## config.mk

```make
export PLATFORM = sky130hd
export DESIGN_NAME = dca_matrix_store_sequencer
export DESIGN_NICKNAME = d
export VERILOG_FILES = /design/src/rtl/dca_matrix_store_sequencer.sv
export SDC_FILE = /design/constraint.sdc
export NUM_CORES = 1
export LEC_CHECK = 0
export ABC_AREA = 1
export CAP_MARGIN = 20
export CORE_MARGIN = 8
export CORE_UTILIZATION = 50
export DETAILED_ROUTE_END_ITERATION = 16
export PLACE_DENSITY_LB_ADDON = 0.2
export SYNTH_ARGS = -nofsm -noshare
export SYNTH_HDL_FRONTEND = slang
export SYNTH_SLANG_ARGS = --single-unit
```

## constraint.sdc

```tcl
create_clock -name clk -period 5.1 [get_ports clk]
set_input_delay 0.765 -clock clk [delete_from_list [all_inputs] [get_ports clk]]
set_output_delay 0.765 -clock clk [all_outputs]
set_load 0.03 [all_outputs]
```

## src/rtl/dca_matrix_store_sequencer.sv

```systemverilog
// Matrix store sequencer: walks a matrix row by row, issuing one AXI AW burst and
// one write-data transaction record per row, and tracks outstanding B responses.
module dca_matrix_store_sequencer #(
    parameter int unsigned BW_ADDR         = 32,
    parameter int unsigned BW_AXI_DATA     = 32,
    parameter int unsigned BW_ELEMENT      = 32,
    parameter int unsigned BW_DIM          = 4,
    parameter int unsigned MAX_OUTSTANDING = 4
) (
    input  logic                clk,
    input  logic                rstnn,
    input  logic                inst_valid,
    output logic                inst_ready,
    input  logic [BW_ADDR-1:0]  inst_addr,
    input  logic [BW_ADDR-1:0]  inst_stride,
    input  logic [BW_DIM-1:0]   inst_num_row_m1,
    input  logic [BW_DIM-1:0]   inst_num_col_m1,
    output logic                awvalid,
    input  logic                awready,
    output logic [BW_ADDR-1:0]  awaddr,
    output logic [7:0]          awlen,
    output logic                txn_valid,
    input  logic                txn_ready,
    output logic [BW_DIM+8:0]   txn_info,
    input  logic                bvalid,
    output logic                bready,
    input  logic [1:0]          bresp,
    output logic                done,
    output logic                error
);

    localparam int unsigned BYTES_PER_BEAT = BW_AXI_DATA / 8;
    localparam int unsigned BYTES_PER_ELEM = BW_ELEMENT / 8;
    localparam int unsigned BW_OUT         = $clog2(MAX_OUTSTANDING + 1);

    typedef enum logic [1:0] {
        S_IDLE  = 2'd0,
        S_ISSUE = 2'd1,
        S_DRAIN = 2'd2,
        S_DONE  = 2'd3
    } state_t;

    state_t              r_state;
    logic [BW_DIM-1:0]   r_num_row_m1;
    logic [BW_ADDR-1:0]  r_stride;
    logic [BW_ADDR-1:0]  r_row_addr;
    logic [BW_DIM-1:0]   r_row_idx;
    logic [7:0]          r_awlen;
    logic                r_is_last;
    logic                r_awvalid;
    logic                r_txn_valid;
    logic                r_aw_acc;
    logic                r_txn_acc;
    logic [BW_OUT-1:0]   r_outstanding;
    logic                r_done;
    logic                r_error;

    logic                w_accept;
    logic                w_bready;
    logic                w_aw_hs;
    logic                w_txn_hs;
    logic                w_b_hs;
    logic                w_row_done;
    logic                w_row_idle;
    logic                w_can_issue;
    logic                w_misaligned;
    logic [BW_OUT-1:0]   w_out_nxt;
    logic [BW_DIM-1:0]   w_next_idx;
    logic [31:0]         w_row_bytes;
    logic [31:0]         w_beats;
    logic [7:0]          w_awlen;

    assign inst_ready = (r_state == S_IDLE);
    assign w_bready   = (r_state == S_ISSUE) || (r_state == S_DRAIN);
    assign bready     = w_bready;
    assign awvalid    = r_awvalid;
    assign awaddr     = r_row_addr;
    assign awlen      = r_awlen;
    assign txn_valid  = r_txn_valid;
    assign txn_info   = {r_is_last, r_awlen, r_row_idx};
    assign done       = r_done;
    assign error      = r_error;

    assign w_accept   = inst_valid && (r_state == S_IDLE);
    assign w_aw_hs    = r_awvalid && awready;
    assign w_txn_hs   = r_txn_valid && txn_ready;
    assign w_b_hs     = bvalid && w_bready;

    // A row is finished once both its AW and its txn record have been taken, in any order
    assign w_row_done = (r_aw_acc || w_aw_hs) && (r_txn_acc || w_txn_hs);
    assign w_row_idle = !(r_awvalid || r_aw_acc || r_txn_valid || r_txn_acc);
    assign w_next_idx = r_row_idx + BW_DIM'(1);

    // Burst length of one row, rounded up to whole beats
    assign w_row_bytes  = (32'(inst_num_col_m1) + 32'd1) * 32'(BYTES_PER_ELEM);
    assign w_beats      = (w_row_bytes + 32'(BYTES_PER_BEAT) - 32'd1) / 32'(BYTES_PER_BEAT);
    assign w_awlen      = 8'(w_beats - 32'd1);
    assign w_misaligned = (inst_addr % BW_ADDR'(BYTES_PER_BEAT)) != '0;

    // Outstanding count after this cycle's AW and B handshakes, saturating at zero
    always_comb begin
        w_out_nxt = r_outstanding;
        if (w_aw_hs && !w_b_hs) begin
            w_out_nxt = r_outstanding + BW_OUT'(1);
        end else if (!w_aw_hs && w_b_hs && (r_outstanding != '0)) begin
            w_out_nxt = r_outstanding - BW_OUT'(1);
        end
    end

    assign w_can_issue = (w_out_nxt < BW_OUT'(MAX_OUTSTANDING));

    // Sequencer FSM with registered handshake and status outputs
    always_ff @(posedge clk or negedge rstnn) begin
        if (!rstnn) begin
            r_state       <= S_IDLE;
            r_num_row_m1  <= '0;
            r_stride      <= '0;
            r_row_addr    <= '0;
            r_row_idx     <= '0;
            r_awlen       <= '0;
            r_is_last     <= 1'b0;
            r_awvalid     <= 1'b0;
            r_txn_valid   <= 1'b0;
            r_aw_acc      <= 1'b0;
            r_txn_acc     <= 1'b0;
            r_outstanding <= '0;
            r_done        <= 1'b0;
            r_error       <= 1'b0;
        end else begin
            r_done        <= 1'b0;
            r_outstanding <= w_out_nxt;
            if (w_b_hs && ((bresp != 2'b00) || (r_outstanding == '0))) begin
                r_error <= 1'b1;
            end

            case (r_state)
                S_IDLE: begin
                    if (w_accept) begin
                        r_num_row_m1 <= inst_num_row_m1;
                        r_stride     <= inst_stride;
                        r_row_addr   <= inst_addr;
                        r_row_idx    <= '0;
                        r_awlen      <= w_awlen;
                        r_is_last    <= (inst_num_row_m1 == '0);
                        r_error      <= w_misaligned;
                        r_awvalid    <= 1'b1;
                        r_txn_valid  <= 1'b1;
                        r_aw_acc     <= 1'b0;
                        r_txn_acc    <= 1'b0;
                        r_state      <= S_ISSUE;
                    end
                end

                S_ISSUE: begin
                    if (w_aw_hs) begin
                        r_awvalid <= 1'b0;
                        r_aw_acc  <= 1'b1;
                    end
                    if (w_txn_hs) begin
                        r_txn_valid <= 1'b0;
                        r_txn_acc   <= 1'b1;
                    end
                    if (w_row_done) begin
                        r_aw_acc  <= 1'b0;
                        r_txn_acc <= 1'b0;
                        if (r_is_last) begin
                            r_state <= S_DRAIN;
                        end else begin
                            r_row_idx  <= w_next_idx;
                            r_row_addr <= r_row_addr + r_stride;
                            r_is_last  <= (w_next_idx == r_num_row_m1);
                            if (w_can_issue) begin
                                r_awvalid   <= 1'b1;
                                r_txn_valid <= 1'b1;
                            end
                        end
                    end else if (w_row_idle && w_can_issue) begin
                        r_awvalid   <= 1'b1;
                        r_txn_valid <= 1'b1;
                    end
                end

                S_DRAIN: begin
                    if (w_out_nxt == '0) begin
                        r_state <= S_DONE;
                        r_done  <= 1'b1;
                    end
                end

                S_DONE: begin
                    r_state <= S_IDLE;
                end

                default: begin
                    r_state <= S_IDLE;
                end
            endcase
        end
    end

endmodule

```

==> impl_results.md, run 1 <==
- Final Hold Vio Count: 0
- CTS root buf: clkbuf_16
- Number of vias per cell: 4.80
- Clock Skews: 0.00990 ns
- Req. time, crit path: 5.39 ns
- GRT overflow: 0
- Residual DRC count: 0
- Leak: 4.57 nW
- Pwr dens: 731 nW/µm²
- WHS: 0.365 ns
- I/O pin count: 139
- Clk slew on worst S/H paths: 0.06 ns
- Setup Fix Bufs, Post-CTS: 0
- Post-route setup TNS: 0 ns
- Netlist cell types: 34
- Num CTS Buffers: 9
- GR met1 Demand/Resource: 0.283
- CTS tree: yes
- Global-route wire length before repair: 30000 µm
- Crit path launch type: input pin
- Antenna Cells: 0
- Worst-Margin Slew: 0.674 ns
- Worst vdd ir: 0.536 mV
- Mean Syn Cell Area: 6.41 µm²
- Tot GR Track Use: 0.222
- Post-Synthesis Cells: 1026
- Syn-to-layout area delta: 26.5%
- FMAX: 0.348 GHz
- H-tree levels: 3
- Crit path DAT: 3.17 ns
- #FFs+latches synth: 92
- Ys Warns: 0
- Tcrit/Tclk final: 0.563
- Initial core utilization: 0.505
- Final ANT Viol Nets: 0
- Crit-path max FO: 54
- Routability cong.: 0.893
- Hold Crit Class: input pin to async pin
- Post_cts resized: 0
- FP Rows: 42
- Min cycle time layout: 2.87 ns
- CP endpoint kind: register
- Final Setup Violations: 0
- Largest net degree at the start of global routing: 55
- Total wire length: 17800 µm
- Utilization of the core after routing: 0.639
- Status: finished clean
- Iter 0 DRT Violations: 373
- Met3 usage: 0.0641
- Total Die Area: 17100 µm²
- # Max-Cap Violations: 0
- Share of cells above drive strength 1: 0.0304
- RSZ-0062 raised after global routing: false
- Vias in the first global route: 6287
- Slew margin rel.: 0.551
- CTS Sinks: 92
- Final HPWL DP: 13600 µm
- Clock buffer depth: 2
- Width of the die: 131 µm
- Most Used Layer, Global Route: met2
- CP Class: input pin to register
- Initial antenna violation count: 0
- Mapped Area: 6580 µm²
- Post-CTS Hold Fix Bufs: 0
- Drt pass-1 iters: 7
- Input/output buffers: 138
- Seq/Total Area, Yosys: 0.350
- Syn_nets: 1146
- Per-cell routed wire length: 13.4 µm
- Design Power: 6.09 mW
- Via count: 6373
- Core box area: 13000 µm²
- Met2 GRT Util: 0.357
- Clk_lat worst skew: 0.36 ns
- Nets: 1267
- Die Ht: 131 µm
- Fin. max-slew vios: 0
placed cells by master (no fill, tap or decap), types with 2 or more instances in the layout:
cell type and n:
a21oi_1 22, and2_1 2, buf_4 4, clkbuf_1 2
clkbuf_16 9, clkdlybuf4s50_1 137, dfrtp_1 92, ha_1 38
inv_1 141, inv_2 2, inv_4 2, inv_6 2
nand2_1 456, nand2_2 3, nand3_1 52, nand4_1 2
nor2_1 94, nor3_1 4, o211ai_1 6, o21ai_0 32
o21ai_1 7, o22ai_1 2, or2_2 7, xnor2_1 10
xor2_1 10
final cells by class:
type | count | area [µm²]
Multi-Input combinational cell | 758 | 3560
Inverter | 145 | 549
Sequential cell | 92 | 2300
Clock inverter | 5 | 60.1
Tap cell | 176 | 220
Fill cell | 1242 | 4710
Clock buffer | 11 | 233
Timing Repair Buffer | 141 | 1400
flip-flops by register name, indices dropped and copies added, names as in the netlist, 2 cells and up:
name	count
awaddr	32
r_stride	32
awlen	8
r_num_row_m1	4
r_row_idx	4
r_outstanding	3
r_state	2
kinds of logic after synthesis:
group / count (synthesis) / share of synthesized area
flops: 92 / 0.350
compound gates: 76 / 0.0647
buf+inv: 176 / 0.110
fa+ha+maj: 40 / 0.0772
xor+xnor: 20 / 0.0266
simple gates: 622 / 0.372
synthesized netlist by cell type:
cell type	count	area, µm²
nor4_1	1	6.26
buf_6	2	22.5
nand2_1	456	1710
clkbuf_1	15	56.3
o21ai_0	32	160
dfrtp_1	92	2300
o22ai_1	2	12.5
a21oi_2	1	8.76
nor3_1	4	20.0
a22o_1	1	8.76
o211ai_1	6	45.0
nand3b_1	1	7.51
nand4_1	2	12.5
inv_2	2	7.51
ha_1	39	488
o21bai_1	1	7.51
a21oi_4	1	16.3
and2_1	2	12.5
inv_4	2	12.5
inv_1	141	529
nand3_1	52	260
nor2_1	94	353
a21o_1	1	7.51
o21ai_1	7	35.0
buf_4	10	75.1
nand2_2	3	18.8
buf_2	4	20.0
a22oi_1	1	7.51
xnor2_1	10	87.6
fa_1	1	20.0
or2_2	7	43.8
xor2_1	10	87.6
a31oi_1	1	6.26
a21oi_1	22	110
path summary, 6_finish.rpt:
kind	depth (start not counted)	endpoint	startpoint	slack, ns
setup / recovery	11	awaddr[15]	inst_valid	2.23
hold / removal	1	r_outstanding[0]	rstnn	0.37
setup reg to reg	12	awaddr[15]	r_state[0]	2.40
hold reg to reg	2	r_stride[3]	r_stride[3]	0.49
max in group asynchronous	2	r_stride[22]	rstnn	3.67
min in group clk	2	r_stride[3]	r_stride[3]	0.49
power breakdown:
part / switching (mW) / leakage (nW) / internal [mW]
logic: 2.58 / 3.29 / 1.47
clock network: 0.295 / 0.141 / 0.383
registers: 0.280 / 1.14 / 1.08
stage by stage:
| stage | std cells | cell area [µm²] | setup slack (ns) |
|---|---|---|---|
| 2_1_floorplan | 1026 | 6580 | 3.00 |
| 3_3_place_gp | 1312 | 8030 | 2.00 |
| 3_5_place_dp | 1312 | 8030 | 1.88 |
| 4_1_cts | 1328 | 8320 | 2.26 |
| 5_1_grt | 1328 | 8320 | 2.00 |
| 6_report | 1328 | 8320 | 2.23 |
layer usage:
layer	part of all wire	wire (µm)
met1	0.47	8340
met5	0	0
met4	0.017	306
met3	0.057	1020
met2	0.46	8150
worst max-delay path: stages:
cell             delay, ns
clkdlybuf4s50_1       0.49
nand2_2               0.08
inv_4                 0.37
a21oi_2               0.09
inv_2                 0.10
nand2_2               0.09
a21oi_4               0.43
inv_4                 0.34
nor2_1                0.17
o21ai_0               0.12
nand2_1               0.09
No activity file was read; power rests on OpenSTA's default activity.
==> run 2: changes to the inputs <==
==> constraint.sdc (replaced) <==
create_clock -name clk -period 2.67 [get_ports clk]
set_input_delay 0.4005 -clock clk [delete_from_list [all_inputs] [get_ports clk]]
set_output_delay 0.4005 -clock clk [all_outputs]
set_load 0.03 [all_outputs]
==> run 2 against run 1 <==
Combinational power grew 92%. Power grew 92%. Global-route usage is essentially flat. Setup slack lost 1.9 ns. Non-clock buffer count grew 4. Critical path type is now register to register.
==> impl_results.md, run 2 (same netlist as run 1, synthesis figures left out) <==
- R2r startpoint: awaddr[0]
- Width of the die: 131 µm (unchanged)
- Via count: 6445 (+1.1%)
- Clock buffer depth: 2 (unchanged)
- Post-route setup TNS: 0 ns (unchanged)
- Initial antenna violation count: 0 (unchanged)
- Nets: 1271 (+0.32%)
- Total Die Area: 17100 µm² (unchanged)
- Worst-Margin Slew: 0.645 ns (-0.0285 ns)
- R2R Setup Slk: 0.32 ns (-2.08 ns)
- Largest net degree at the start of global routing: 55 (unchanged)
- Final ANT Viol Nets: 0 (unchanged)
- Crit path DAT: 2.59 ns (-0.58 ns)
- Final Hold Vio Count: 0 (unchanged)
- Worst vdd ir: 0.897 mV (+67%)
- Global-route wire length before repair: 30200 µm (+0.41%)
- Syn-to-layout area delta: 26.9%
- Reg-to-Reg End: awaddr[22]
- Tcrit/Tclk final: 0.881
- Reg2Reg Depth: 14 (+2)
- Fin. max-slew vios: 0 (unchanged)
- Clk_lat worst skew: 0.36 ns (about the same)
- Vias in the first global route: 6447 (+2.5%)
- Slew margin rel.: 0.570 (+0.0190)
- GR met1 Demand/Resource: 0.273 (-0.00999)
- Residual DRC count: 0 (unchanged)
- Min cycle time layout: 2.35 ns
- Post-CTS Hold Fix Bufs: 0 (unchanged)
- Setup WS post-layout: 0.319 ns (-1.91 ns)
- Utilization of the core after routing: 0.641 (+0.00211)
- Final Setup Violations: 0 (unchanged)
- RSZ-0062 raised after global routing: false
- Share of cells above drive strength 1: 0.0338 (+0.00338)
- Drt pass-1 iters: 6 (-1)
- Final HPWL DP: 13900 µm (+2.2%)
- Number of vias per cell: 4.84 (+0.90%)
- Tot GR Track Use: 0.222 (+0.000366)
- Most Used Layer, Global Route: met2
- Num CTS Buffers: 9 (unchanged)
- Status: finished clean
- Antenna Cells: 0 (unchanged)
- CP Class: register to register
- Crit-path max FO: 4 (-93%)
- Post_cts resized: 0 (unchanged)
- I/O pin count: 139 (unchanged)
- Pre-CTS WS: 0.332 ns (-1.55 ns)
- Setup Fix Bufs, Post-CTS: 0 (unchanged)
- Met2 GRT Util: 0.373 (+0.0161)
- # Max-Cap Violations: 0 (unchanged)
- Critical path origin: awaddr[0]
- Fillers: 1291 (+3.9%)
- Per-cell routed wire length: 13.7 µm (+2.2%)
- Leak: 4.59 nW (+0.49%)
- Initial core utilization: 0.505 (unchanged)
- Clk slew on worst S/H paths: 0.07 ns (about the same)
- Die Ht: 131 µm (unchanged)
- FP Rows: 42 (unchanged)
- CTS Sinks: 92 (unchanged)
- Met3 usage: 0.0613 (-0.00284)
- Crit path launch type: register
- Hold Crit Class: input pin to async pin
- Core box area: 13000 µm² (unchanged)
- Pwr dens: 1400 nW/µm² (+91%)
- Commonest non-fill, non-tap cell in the layout: nand2_1
- Most frequent cells in the layout: 456 x nand2_1, 141 x inv_1, 137 x clkdlybuf4s50_1
- Total wire length: 18300 µm (+2.5%)
- Req. time, crit path: 2.91 ns (-2.48 ns)
- H-tree levels: 3 (unchanged)
- GRT overflow: 0 (unchanged)
- CTS tree: yes
- FMAX: 0.425 GHz
- CP endpoint kind: register
- Clock Skews: 0.0125 ns (+0.00263 ns)
- CTS root buf: clkbuf_16
- Iter 0 DRT Violations: 335 (-10%)
- Routability cong.: 0.920 (+2.9%)
- Input/output buffers: 138 (unchanged)
[run 2: where the power goes]
part / switching (mW) / internal (mW)
sequential: 0.543 / 2.06
clock: 0.574 / 0.727
combinational: 4.93 / 2.84
total: 6.05 / 5.63
[run 2: final cells by class]
class,instances,area [µm²],share of cell area
Clock buffer,10,229,0.0274
Tap cell,176,220,0.0264
Timing Repair Buffer,145,1430,0.171
Sequential cell,92,2300,0.276
Multi-Input combinational cell,758,3560,0.426
Inverter,145,549,0.0658
Clock inverter,5,61.3,0.00734
[run 2: routing by layer]
metal,vias to the layer above,wire length (µm)
li1,3365,-
met1,2881,8150
met2,176,8600
met3,23,1190
met4,0,331
met5,-,0
[run 2: how the worst max path moves through the flow]
stage / cells after the start / slack, ns / end
floorplan: 14 / 0.57 / awaddr[30]
global placement: 14 / 0.32 / awaddr[22]
detailed placement: 14 / 0.33 / awaddr[22]
CTS: 14 / 0.30 / awaddr[22]
global route: 14 / 0.1 / awaddr[22]
finish: 14 / 0.32 / awaddr[22]
[run 2: through the flow]
stage | hold slack, ns | std cells | instance area, µm² | power, mW
floorplan | 0.105 | 1026 | 6580 | 8.19
finish | 0.0612 | 1331 | 8350 | 11.7
CTS | 0.0885 | 1331 | 8350 | 11.7
global route | 0.104 | 1331 | 8350 | 12.8
global placement | 0.467 | 1316 | 8060 | 10.2
detailed placement | 0.467 | 1316 | 8060 | 10.4
[run 2: worst max-delay path: stages, from the launching register on]
cell     delay, ns
dfrtp_1       0.40
ha_1          0.24
fa_1          0.45
nand3_1       0.11
nand3_1       0.16
nand2_1       0.10
nand2_1       0.11
nand2_1       0.08
nand2_1       0.12
nand2_1       0.14
nand2_1       0.06
nand2_1       0.05
nand3_1       0.07
nand2_1       0.08
nand2_1       0.04
==> variant: new RTL, flow settings as in run 2 <==
Reset style: synchronous (`rstnn`), changed in one clocked block.
--- a/src/rtl/dca_matrix_store_sequencer.sv
+++ b/src/rtl/dca_matrix_store_sequencer.sv
@@ -110,7 +110,7 @@
     assign w_can_issue = (w_out_nxt < BW_OUT'(MAX_OUTSTANDING));
 
     // Sequencer FSM with registered handshake and status outputs
-    always_ff @(posedge clk or negedge rstnn) begin
+    always_ff @(posedge clk) begin
         if (!rstnn) begin
             r_state       <= S_IDLE;
             r_num_row_m1  <= '0;
Formal check against the unedited RTL: differs if rstnn is asserted again (counterexample within 4 cycles, from zero or initial values and one cycle with rstnn low); with rstnn held inactive, the same outputs for 4 cycles.
==> variant against run 2 <==
- count of clock-buffer cells in the layout did not move
- setup slack got worse by 12 ps
- maximum frequency fell by 0.49%
- utilization rose by 0.60 points
- critical path depth fell by 2
- via count rose by 3.4%
- area after synthesis fell by 4.1%
- design area fell by 3.4%
- wire length fell by 1.1%
- sequential cell count did not move
- power fell by 33%
- first-iteration DRC count rose by 8.7%
==> variant: results (changes against run 2) <==
[setup_path]
timing.reg2reg.worst_path_depth=12  ; -2
crit_path_top_delay_cell=sky130_fd_sc_hd__inv_2
arrival_time_of_data_at_the_critical_path_endpoint_ps=2630  ; +40 ps
timing.critical_path.max_delay_family=buffers and inverters
maximum_cell_stage_delay_along_the_critical_path_ps=350  ; -100 ps
cp_max_fo=48  ; +44
reg2reg_setup_slack_ps=310

[place]
placedInstanceArea_um2=7751  ; -3.8%
routability_cong=0.9420  ; +2.4%
numPortBuffers=138  ; unchanged
detailedPlacementHpwl_mm=13.62  ; -2.0%

[pwr]
power.ir.vdd_worst_mv=1.021  ; +14%
total_leakage_power_nw=3.960  ; -14%

[final_layout]
num-fill-cells=1225  ; -5.1%
area_growth_syn_to_layout_pct=27.73
num_antenna_cells=0  ; unchanged
drive_above_1_share=0.02921  ; -0.004557

[logic_synthesis]
ys.flop_type=sky130_fd_sc_hd__dfxtp_1
netlist-cell-type-count=35  ; +2.9%
synth_nets=1166  ; +1.7%
syn_warnings=0  ; unchanged
most_area_consuming_cells_after_synthesis=sky130_fd_sc_hd__dfxtp_1 (29%), sky130_fd_sc_hd__nand2_1 (18%), sky130_fd_sc_hd__nor2_1 (9.3%)
ys_seq_area_frac=0.2918  ; -0.05810
synth-async-reset-ratio=0  ; -1.000
synth.cells.most_frequent=sky130_fd_sc_hd__nand2_1 (308), sky130_fd_sc_hd__nor2_1 (156), sky130_fd_sc_hd__inv_1 (143), sky130_fd_sc_hd__dfxtp_1 (92), sky130_fd_sc_hd__a21oi_1 (84)
post_synth_inst_count=1045  ; +1.9%

[cts]
postCtsSetupBuffers=0  ; unchanged
post_cts_resize_count=0  ; unchanged
clkTransAtPathRegs_ps=70  ; about the same
cts.root.buffer_cell=sky130_fd_sc_hd__clkbuf_16
clockBufferDepth=2  ; unchanged
cts.htree.levels=3  ; unchanged
number_of_cts_inserted_buffers=9  ; unchanged
worst_skew_pair.late_latency_ps=350

[global_routing]
grt_start_max_net_pins=63  ; +15%
grt_resource_usage_total=0.2237  ; +0.001758
grt_pass1_wl_mm=30.06  ; -0.36%
antenna_found_initial=0  ; unchanged
grt_pass1_vias=6376  ; -1.1%

[drt]
drt_first_pass_iters=7  ; +1
via_count=6661  ; +3.4%
dr.first_iter.drc_count=364  ; +8.7%
avgViaCountPerCell=4.986  ; +3.0%
postRouteWirelength_mm=18.07  ; -1.1%

[sta]
worst_slew_pin_slew_ps=1046  ; +401.1 ps
fin_worst_skew_ps=10.26  ; -2.269 ps

[hold_path]
hold_path_class=register to register
min_path_cells=2

[status]
run_status=finished, final reports clean

## variant: changes by cell type in the layout (fill, tap and decap cells not counted), sizes merged, moves of 25 or more
| cell | run 2 | this run |
|---|---|---|
| nand2 | 459 | 308 |
| dfxtp | 0 | 92 |
| o21ai | 39 | 64 |
| a21oi | 24 | 86 |
| nor2 | 94 | 157 |
| dfrtp | 92 | 0 |
## variant: routing by layer
layer  global-route usage  wire (um)
met2               0.3661       8035
met4              0.07203        314
met1               0.2795       8269
met3              0.06041       1445
met5                    0          0
## variant: metrics by stage
stage | setup WS [ps] | hold WS, ps
final | 307.2 | 472.8
after global routing | 56.08 | 496.9
after CTS | 300.9 | 470.8
after detailed placement | 29.19 | 460.8
after global placement | 113.3 | 452.7
after floorplan | 588.2 | 437.2
## variant: tightest hold or removal path: cells and delay by family, from the launching register on
family,cells,cell delay [ps]
compound gates,1,60
buf+inv,1,70
flops,1,300
## variant: cells by family after synthesis
family	count (synthesis)	share of synthesized area
and+or+nand+nor	533	0.3328
AOI/OAI and AO/OA	165	0.1388
buffers and inverters	190	0.1209
xor gates and xnor gates	24	0.03330
adders and majority gates	41	0.08246
DFF	92	0.2918
## variant: report_power, final
group / internal, mW / total, mW / switching [mW]
Clock: 0.761 / 1.33 / 0.571
Combinational: 1.60 / 4.37 / 2.77
Sequential: 1.78 / 2.09 / 0.317
Total: 4.14 / 7.79 / 3.66
## variant: cell type report
| cell class | instances | share of cell area |
|---|---|---|
| inverter | 148 | 0.06890 |
| sequential | 92 | 0.2284 |
| clock buffer | 10 | 0.02964 |
| timing repair buffer | 145 | 0.1772 |
| tap | 172 | 0.02669 |
| clock inverter | 6 | 0.009001 |
| multi-input combinational | 763 | 0.4601 |
## variant: worst paths after layout
path / start / end
worst max register to register: r_state[1] / awaddr[20]
worst min-delay path: r_num_row_m1[3] / r_num_row_m1[3]
worst max-delay path: r_state[1] / awaddr[20]
worst min register to register: r_num_row_m1[3] / r_num_row_m1[3]
